File: src/rtl/fetch_unit.sv
// Instruction fetch unit: issues one outstanding word fetch at a time,
// buffers returned words with their PCs in a small queue, and flushes on
// redirect. Stale responses to requests issued before a redirect are dropped.
module fetch_unit #(
  parameter int             XLEN     = 32,
  parameter int             DEPTH    = 4,
  parameter logic [XLEN-1:0] RESET_PC = '0
) (
  input  logic                     clk,
  input  logic                     rst,
  output logic                     imem_req,
  output logic [XLEN-1:0]          imem_addr,
  input  logic                     imem_gnt,
  input  logic                     imem_rvalid,
  input  logic [31:0]              imem_rdata,
  input  logic                     redirect_valid,
  input  logic [XLEN-1:0]          redirect_addr,
  output logic                     instr_valid,
  input  logic                     instr_ready,
  output logic [31:0]              instr_data,
  output logic [XLEN-1:0]          instr_pc,
  output logic [XLEN-1:0]          instr_pc_plus4,
  output logic                     misalign_err,
  output logic [$clog2(DEPTH):0]   count
);

  localparam int PW = $clog2(DEPTH);
  localparam int CW = PW + 1;

  logic [XLEN-1:0] fetch_pc_reg;
  logic [XLEN-1:0] req_pc_reg;
  logic            outstanding_reg;
  logic            drop_reg;
  logic            misalign_reg;
  logic [PW-1:0]   rd_ptr_reg;
  logic [PW-1:0]   wr_ptr_reg;
  logic [CW-1:0]   count_reg;

  logic [31:0]     word_mem [DEPTH];
  logic [XLEN-1:0] pc_mem   [DEPTH];

  logic fire;
  logic resp;
  logic push;
  logic pop;

  // Only request when no response is pending and a slot is guaranteed free,
  // so every accepted response always has room in the queue.
  assign imem_req  = !rst && !redirect_valid && !outstanding_reg &&
                     (count_reg < CW'(DEPTH));
  assign imem_addr = fetch_pc_reg;

  assign fire = imem_req && imem_gnt;
  assign resp = imem_rvalid && outstanding_reg;
  assign push = resp && !drop_reg && !redirect_valid;
  assign pop  = instr_valid && instr_ready && !redirect_valid;

  assign instr_valid    = (count_reg != '0);
  assign instr_data     = word_mem[rd_ptr_reg];
  assign instr_pc       = pc_mem[rd_ptr_reg];
  assign instr_pc_plus4 = pc_mem[rd_ptr_reg] + XLEN'(4);
  assign misalign_err   = misalign_reg;
  assign count          = count_reg;

  // Fetch control, request tracking and queue pointers; reset beats redirect,
  // and redirect beats any push/pop in the same cycle.
  always_ff @(posedge clk) begin
    if (rst) begin
      fetch_pc_reg    <= RESET_PC;
      req_pc_reg      <= '0;
      outstanding_reg <= 1'b0;
      drop_reg        <= 1'b0;
      misalign_reg    <= 1'b0;
      rd_ptr_reg      <= '0;
      wr_ptr_reg      <= '0;
      count_reg       <= '0;
    end else begin
      misalign_reg <= redirect_valid && (redirect_addr[1:0] != 2'b00);
      if (redirect_valid) begin
        fetch_pc_reg <= {redirect_addr[XLEN-1:2], 2'b00};
        rd_ptr_reg   <= '0;
        wr_ptr_reg   <= '0;
        count_reg    <= '0;
        if (outstanding_reg) begin
          if (imem_rvalid) begin
            // Response lands with the redirect: consume it here and now.
            outstanding_reg <= 1'b0;
            drop_reg        <= 1'b0;
          end else begin
            // Response still in flight: remember to throw it away.
            drop_reg <= 1'b1;
          end
        end
      end else begin
        if (fire) begin
          outstanding_reg <= 1'b1;
          req_pc_reg      <= fetch_pc_reg;
          fetch_pc_reg    <= fetch_pc_reg + XLEN'(4);
        end
        if (resp) begin
          outstanding_reg <= 1'b0;
          drop_reg        <= 1'b0;
        end
        if (push) begin
          wr_ptr_reg <= wr_ptr_reg + PW'(1);
        end
        if (pop) begin
          rd_ptr_reg <= rd_ptr_reg + PW'(1);
        end
        case ({push, pop})
          2'b10:   count_reg <= count_reg + CW'(1);
          2'b01:   count_reg <= count_reg - CW'(1);
          default: count_reg <= count_reg;
        endcase
      end
    end
  end

  // Queue storage write port; contents need no reset since count gates validity.
  always_ff @(posedge clk) begin
    if (push) begin
      word_mem[wr_ptr_reg] <= imem_rdata;
      pc_mem[wr_ptr_reg]   <= req_pc_reg;
    end
  end

endmodule

File: config.mk
export PLATFORM = sky130hd
export DESIGN_NAME = fetch_unit
export DESIGN_NICKNAME = d
export VERILOG_FILES = /design/src/rtl/fetch_unit.sv
export SDC_FILE = /design/constraint.sdc
export NUM_CORES = 1
export LEC_CHECK = 0
export CORE_AREA = 2 2 188 190
export CTS_BUF_LIST = sky130_fd_sc_hd__clkbuf_4
export CTS_CLUSTER_SIZE = 20
export DETAILED_ROUTE_END_ITERATION = 10
export DIE_AREA = 0 0 190 192
export GPL_ROUTABILITY_DRIVEN = 1
export SLEW_MARGIN = 10
export SYNTH_ARGS = -nofsm -noshare
export SYNTH_HDL_FRONTEND = slang
export SYNTH_SLANG_ARGS = --single-unit
File: constraint.sdc
create_clock -name clk -period 4.2 [get_ports clk]
set_input_delay 0.84 -clock clk [delete_from_list [all_inputs] [get_ports clk]]
set_output_delay 0.84 -clock clk [all_outputs]
set_load 0.005 [all_outputs]
[Word level (Yosys, flattened, before mapping)]
Memory sizes are Yosys's and may differ from the RTL's. A register that Yosys moved wholly into a read port is not among the register bits.
Cells that the tools add are included.
Storage, ports and cells
  output and inout bits: 134
  logic and storage cells: 62
  bits in registers: 74
  memories: 2
  memory bits (writable): 256
  input port bits: 70
Cells by class
  bitwise logic cells: 1
  magnitude comparators: 1
  equality and inequality tests: 3
  $add $sub $neg: 6
  mux-type cells: 17
  reduce and logical (&&, ||, !) cells: 23
Memory list
  pc_mem: words 4, width 32, read ports 1, clocked after Yosys merged registers in 1, wr ports 1, line 40  | logic [XLEN-1:0] pc_mem [DEPTH];
  word_mem: words 4, width 32, read ports 1, clocked after Yosys merged registers in 1, wr ports 1, line 39  | logic [31:0] word_mem [DEPTH];
Operator list (number)
  32-bit by 3-bit adder with 32-bit output (second input constant): 2
  32-bit two-way mux: 2
  1-bit logical AND: 10
  1-bit two-way mux: 10
  2-bit two-way mux: 4
  2-bit nonzero test: 4
  3-bit one-hot mux with 2 select lines: 1
  3-bit nonzero test: 2
  2-bit by 1-bit adder with 2-bit output (second input constant): 2
  1-bit logical NOT: 4
  2-bit AND reduction: 2
  3-bit by 1-bit adder with 3-bit output (second input constant): 1
  3-bit less-than comparator (second input constant): 1
  3-bit by 1-bit subtractor with 3-bit output (second input constant): 1
  2-bit by 1-bit equality test with 1-bit output (second input constant): 1
  2-bit equality test (second input constant): 1
  2-bit by 1-bit inequality test with 1-bit output (second input constant): 1
  2-bit OR reduction: 1
  1-bit NOT: 1

[Longest topological paths before layout]
  depth in word-level cells: 8
  depth in mapped cells: 10
  gate-level depth less buffers: 9

[Worst setup path after synthesis]
OpenSTA, ideal clock, no wires.
  path type: input to register
  start: input imem_rvalid
  end: memory pc_mem[0][10], enable pin
  setup time: 0.426 ns
  data required time: 3.774 ns
  arrival time: 2.878 ns
  slack: 0.896 ns
  buffers on the path: 0
  cell stages on the path: 3
  path through: nand2_1 > nor3_1 > and2_1
Between the ends
  word-level cells in the longest chain between the ends: 5
Ends and longest elaborated chain
  from (decl): line 14  | input logic imem_rvalid,
  1-bit logical AND: line 54  | assign resp = imem_rvalid && outstanding_reg;
  1-bit logical AND (2 in series): line 55  | assign push = resp && !drop_reg && !redirect_valid;
  1-bit two-way mux: line 121  | if (push) begin
  1-bit two-way mux (implied by the code): line 123  | pc_mem[wr_ptr_reg] <= req_pc_reg;
  to (decl): line 40
Every way passes these cells.

==> summary by stage <==
Timing
The slew at the pin with the worst max-slew slack is slightly above 900 ps. In the post-route analysis, the smallest setup slack over all paths is 167.4 ps. The minimum clock period is 4033 ps. Across the routed clock network, the largest skew measured is just under 50 ps. The number of failing hold endpoints at the final stage is 0.

In this run the tightest slew margin relative to its limit is between 30% and 40%. The final hold slack is 492.0 ps. Setup total negative slack on the finished layout was measured at 0 ps.

Setup repair after global routing could not meet its margin everywhere. The number of pins with negative max-slew slack in the final report is 0. The highest attainable clock frequency is 248.0 MHz. Setup violations remaining at the end of the flow were counted as 0.

The ratio of final minimum period to clock period is 96.01%.

Power
The share of total power dissipated in sequential elements is between 50% and 60%. Power spread over the standard cell area amounts to ~380 mW/mm2. The switching power summed over all nets is approximately 1.4 mW. The share of total power in the clock network is between 40% and 50%. The switching part of the total power is between 20% and 30%. In this run, the combinational gates consume 3.5% of the power.

IR analysis of the VDD net gives a maximum drop of around 0.17 mV. The reported leakage power is 5.944 nW. Internal power comes to roughly 5.1 mW.

Routing
The detail-routed via count per cell is between 5 and 6. The post-detailed-route count of antenna-violating nets is 0. The detailed router's first-iteration violation count is 494.

After detailed routing, the average wire length per cell comes to roughly 19 um. In the routed design, unresolved DRC markers number 0. The routed via count is ~8200. The pre-antenna-repair detailed-routing pass consisted of 4 iterations. The total routed wirelength is between 30000 and 40000 um.

Setup path
Of all nets on the critical path, the largest fanout is 10. The worst reg-to-reg path cell count is 5. The register-to-register path setup slack is ~1600 ps.

For the worst setup path, the data required time is 3360 ps. Walking the worst path, the cells encountered are buf_12 > mux4_2 > ha_2 > nand2b_1 > o22ai_2 > nand4_1 > buf_6 > nor3_2 > xor2_1 > clkdlybuf4s50_1. STA classifies the critical path startpoint as a flop. Data on the critical path arrives at its endpoint at 3190 ps.

The critical path is of the reg -> out type. The number of cells on the critical path is 10. The critical path contains buffers and inverters numbering 3 combined.

STA classifies the critical path endpoint as an output port. The cell family with the largest share of critical-path delay is buffers and inverters. The slowest stage of the critical path is the sky130_fd_sc_hd__mux4_2 cell. In this design, the stage delay of the slowest critical-path cell is roughly 550 ps.

GRT
The first global-routing pass estimated roughly 48000 um of wire. The total routing resource utilization after global routing is 17.17%. For this run the aggregate overflow at the end of global routing stands at 0. The number of global-route vias before repair is around 8600. Entering global routing, the biggest net connects between 60 and 70 pins. The number of antenna violations at the first check in global routing was 1.

Hold path
The worst hold path was traced through 0 stages. The tightest min-delay check is of the reg -> reg type.

Floorplanning
The floorplan has between 60 and 70 rows. The effective utilization at floorplan is a little under two fifths. The die covers 0.03648 mm2.

The region available for standard cell placement spans 0.03429 mm2. The floorplan step set the die height to ~190 um. The die is 190 um wide. ~200 I/O pins were placed.

Clock network
Clock tree synthesis found a total of 320 sinks. The root buffer cell is sky130_fd_sc_hd__clkbuf_4. No sink is reached through more buffers than the 3 on the longest clock path. The number of buffers created by CTS is between 80 and 90. The clock-pin slew of the registers on the worst-case setup and hold paths is around 60 ps. The number of hold buffers added after cts is 0. The H-tree depth is 3. For the worst-skew pair, the clock arrives at the later sink with an insertion delay of about 700 ps. TritonCTS built the clock tree.

Finish
The area of all placed cells without fillers is ~0.017 mm2. In the final layout, the registers with the most flip-flops are word_mem (128), pc_mem (120). The final layout contains 1199 nets. Counting flops per register, the top entry is word_mem.

The synthesis-to-finish area growth is 30.31%. Cells with a size suffix above 1 make up 22.50% of the layout. The register with the most flip-flops in the layout has 128 of them.

Place
Before CTS, the worst setup slack after placement is approximately 240 ps. Detailed placement ended at an HPWL of about 20000 um. The number of buffer cells added on primary ports is between 150 and 200. After detailed placement, the total cell area comes to around 0.016 mm2. The placer's final routability congestion estimate is about 0.80.

Job
The max-cap violation count is 0.

Synth
The Yosys step of the flow raised 0 warnings. Averaged over all synthesized cells, the footprint is 15.45 um2. The unique cell type count in the Yosys netlist is 57. In this run, synthesis inferred ~250 flip-flops with an integrated enable. In the synthesized netlist the async set-or-reset flop fraction comes to 0%. The netlist area before placement is between 0.01 and 0.015 mm2. The gate count of the mapped netlist is about 840. For this run, the leading register cell type out of synthesis is sky130_fd_sc_hd__edfxtp_1. The share of the yosys chip area belonging to registers is slightly below 70%. After synthesis the netlist holds a flip-flop and latch count of 320.

Run status
The flow ran to the end, and the final reports show no timing, DRC or antenna violations.
## through the flow
stage / util, % / total power [mW] / cells
2_1_floorplan: - / 3.598 / 844
3_3_place_gp: 45.45 / 3.750 / 1480
3_5_place_dp: 45.45 / 3.752 / 1480
4_1_cts: 49.03 / 6.531 / 1630
5_1_grt: 49.27 / 6.742 / 1638
6_report: 49.27 / 6.437 / 1638
## power by group through the flow
stage | registers, mW | logic, mW | clock network (mW)
2_1_floorplan | 3.52 | 0.0828 | 0
3_3_place_gp | 3.52 | 0.225 | 0
3_5_place_dp | 3.52 | 0.227 | 0
4_1_cts | 3.46 | 0.229 | 2.85
5_1_grt | 3.46 | 0.250 | 3.03
6_report | 3.46 | 0.228 | 2.75
## timing repair
item                       in CTS  in global routing
pin swaps                       2                  2
cloned                          0                  0
resized for setup              26                 12
setup buffers                   4                  7
setup endpoints to repair      20                  8
## layer usage
| metal | vias up | wire (um) | track usage (%) |
|---|---|---|---|
| met1 | 3982 | 13880 | 23.51 |
| met4 | 0 | 564 | 5.367 |
| met2 | 335 | 14120 | 26.66 |
| met5 | - | 0 | 0 |
| li1 | 3856 | - | - |
| met3 | 55 | 2415 | 4.751 |
## area by class of cell
type                            instances  area [um2]
Clock inverter                         15       122.6
Timing Repair Buffer                  238        2371
Clock buffer                          131       983.4
Antenna cell                            1       2.502
Fill cell                            2967       17390
Multi-Input combinational cell        461        3886
Inverter                               17       63.81
Sequential cell                       320        8896
Tap cell                              455       569.3
## cells in the mapped netlist, types with 2 or more instances
| library cell | n | share of area (%) |
|---|---|---|
| sky130_fd_sc_hd__a21oi_1 | 54 | 2.1 |
| sky130_fd_sc_hd__buf_2 | 9 | 0.35 |
| sky130_fd_sc_hd__nor2_1 | 33 | 0.96 |
| sky130_fd_sc_hd__xnor2_1 | 24 | 1.6 |
| sky130_fd_sc_hd__o211ai_1 | 2 | 0.12 |
| sky130_fd_sc_hd__or2_2 | 4 | 0.19 |
| sky130_fd_sc_hd__mux2_2 | 2 | 0.17 |
| sky130_fd_sc_hd__dfxtp_1 | 72 | 11 |
| sky130_fd_sc_hd__edfxtp_1 | 248 | 57 |
| sky130_fd_sc_hd__nand3_1 | 21 | 0.81 |
| sky130_fd_sc_hd__o21ai_0 | 10 | 0.39 |
| sky130_fd_sc_hd__mux2i_1 | 4 | 0.31 |
| sky130_fd_sc_hd__o31a_1 | 2 | 0.14 |
| sky130_fd_sc_hd__mux4_2 | 47 | 8.2 |
| sky130_fd_sc_hd__a41oi_1 | 2 | 0.14 |
| sky130_fd_sc_hd__or4_4 | 2 | 0.17 |
| sky130_fd_sc_hd__inv_1 | 17 | 0.49 |
| sky130_fd_sc_hd__ha_1 | 7 | 0.68 |
| sky130_fd_sc_hd__or4_1 | 3 | 0.17 |
| sky130_fd_sc_hd__a211oi_1 | 4 | 0.23 |
| sky130_fd_sc_hd__nand4_1 | 18 | 0.87 |
| sky130_fd_sc_hd__a311oi_1 | 3 | 0.20 |
| sky130_fd_sc_hd__and3_1 | 7 | 0.34 |
| sky130_fd_sc_hd__nand2b_1 | 3 | 0.14 |
| sky130_fd_sc_hd__buf_6 | 2 | 0.17 |
| sky130_fd_sc_hd__and2_1 | 7 | 0.34 |
| sky130_fd_sc_hd__nand2_1 | 103 | 3.0 |
| sky130_fd_sc_hd__or3_1 | 7 | 0.34 |
| sky130_fd_sc_hd__a31oi_1 | 10 | 0.48 |
| sky130_fd_sc_hd__o311ai_0 | 3 | 0.20 |
| sky130_fd_sc_hd__clkbuf_1 | 25 | 0.72 |
| sky130_fd_sc_hd__xor2_1 | 18 | 1.2 |
| sky130_fd_sc_hd__nand4_2 | 2 | 0.19 |
| sky130_fd_sc_hd__mux4_1 | 15 | 3.0 |
| sky130_fd_sc_hd__buf_1 | 3 | 0.087 |
| sky130_fd_sc_hd__and4_1 | 5 | 0.34 |
| sky130_fd_sc_hd__nor4_2 | 2 | 0.19 |
| sky130_fd_sc_hd__buf_4 | 6 | 0.35 |
| sky130_fd_sc_hd__nor4_1 | 8 | 0.39 |
| sky130_fd_sc_hd__nor3_1 | 8 | 0.31 |
## cell usage in the layout, fill, tap and decap left out, types with 4 or more instances in the layout
cell,count
sky130_fd_sc_hd__nor3_1,6
sky130_fd_sc_hd__o21ai_0,10
sky130_fd_sc_hd__buf_4,32
sky130_fd_sc_hd__nor4_2,6
sky130_fd_sc_hd__clkinv_1,8
sky130_fd_sc_hd__conb_1,6
sky130_fd_sc_hd__xnor2_1,23
sky130_fd_sc_hd__inv_1,17
sky130_fd_sc_hd__mux2i_1,4
sky130_fd_sc_hd__and2_4,5
sky130_fd_sc_hd__mux4_2,50
sky130_fd_sc_hd__a21oi_1,54
sky130_fd_sc_hd__edfxtp_1,248
sky130_fd_sc_hd__nand4_1,18
sky130_fd_sc_hd__nand3_1,20
sky130_fd_sc_hd__dlygate4sd2_1,12
sky130_fd_sc_hd__and3_1,7
sky130_fd_sc_hd__or3_1,7
sky130_fd_sc_hd__mux4_1,12
sky130_fd_sc_hd__nor2_1,32
sky130_fd_sc_hd__clkdlybuf4s50_1,179
sky130_fd_sc_hd__ha_1,6
sky130_fd_sc_hd__clkbuf_4,131
sky130_fd_sc_hd__dlymetal6s2s_1,4
sky130_fd_sc_hd__a31oi_1,10
sky130_fd_sc_hd__and4_1,5
sky130_fd_sc_hd__xor2_1,18
sky130_fd_sc_hd__nand2_1,103
sky130_fd_sc_hd__a211oi_1,4
sky130_fd_sc_hd__dfxtp_1,70
sky130_fd_sc_hd__buf_12,6
## worst paths after layout
kind                                     start                 end
worst min-delay path            req_pc_reg[31]       pc_mem[0][31]
worst max register to register    imem_addr[4]       imem_addr[25]
worst min register to register  req_pc_reg[31]       pc_mem[0][31]
worst max-delay path                      flop  instr_pc_plus4[20]
## cell families (layout without fill, tap and decap cells)
| logic type | after synthesis | in the layout | synth area share (%) |
|---|---|---|---|
| flip-flops | 320 | 320 | 68.56 |
| AND/OR/NAND/NOR | 239 | 239 | 9.216 |
| AO/OA/AOI/OAI | 97 | 97 | 4.391 |
| multiplexers | 68 | 68 | 11.69 |
| buffers and inverters | 63 | 401 | 2.326 |
| XOR/XNOR | 43 | 43 | 2.963 |
| adder cells (fa/ha/maj) | 8 | 8 | 0.8299 |
| other | 1 | 7 | 0.02892 |
Note: power is estimated with default switching activity, not from simulation.
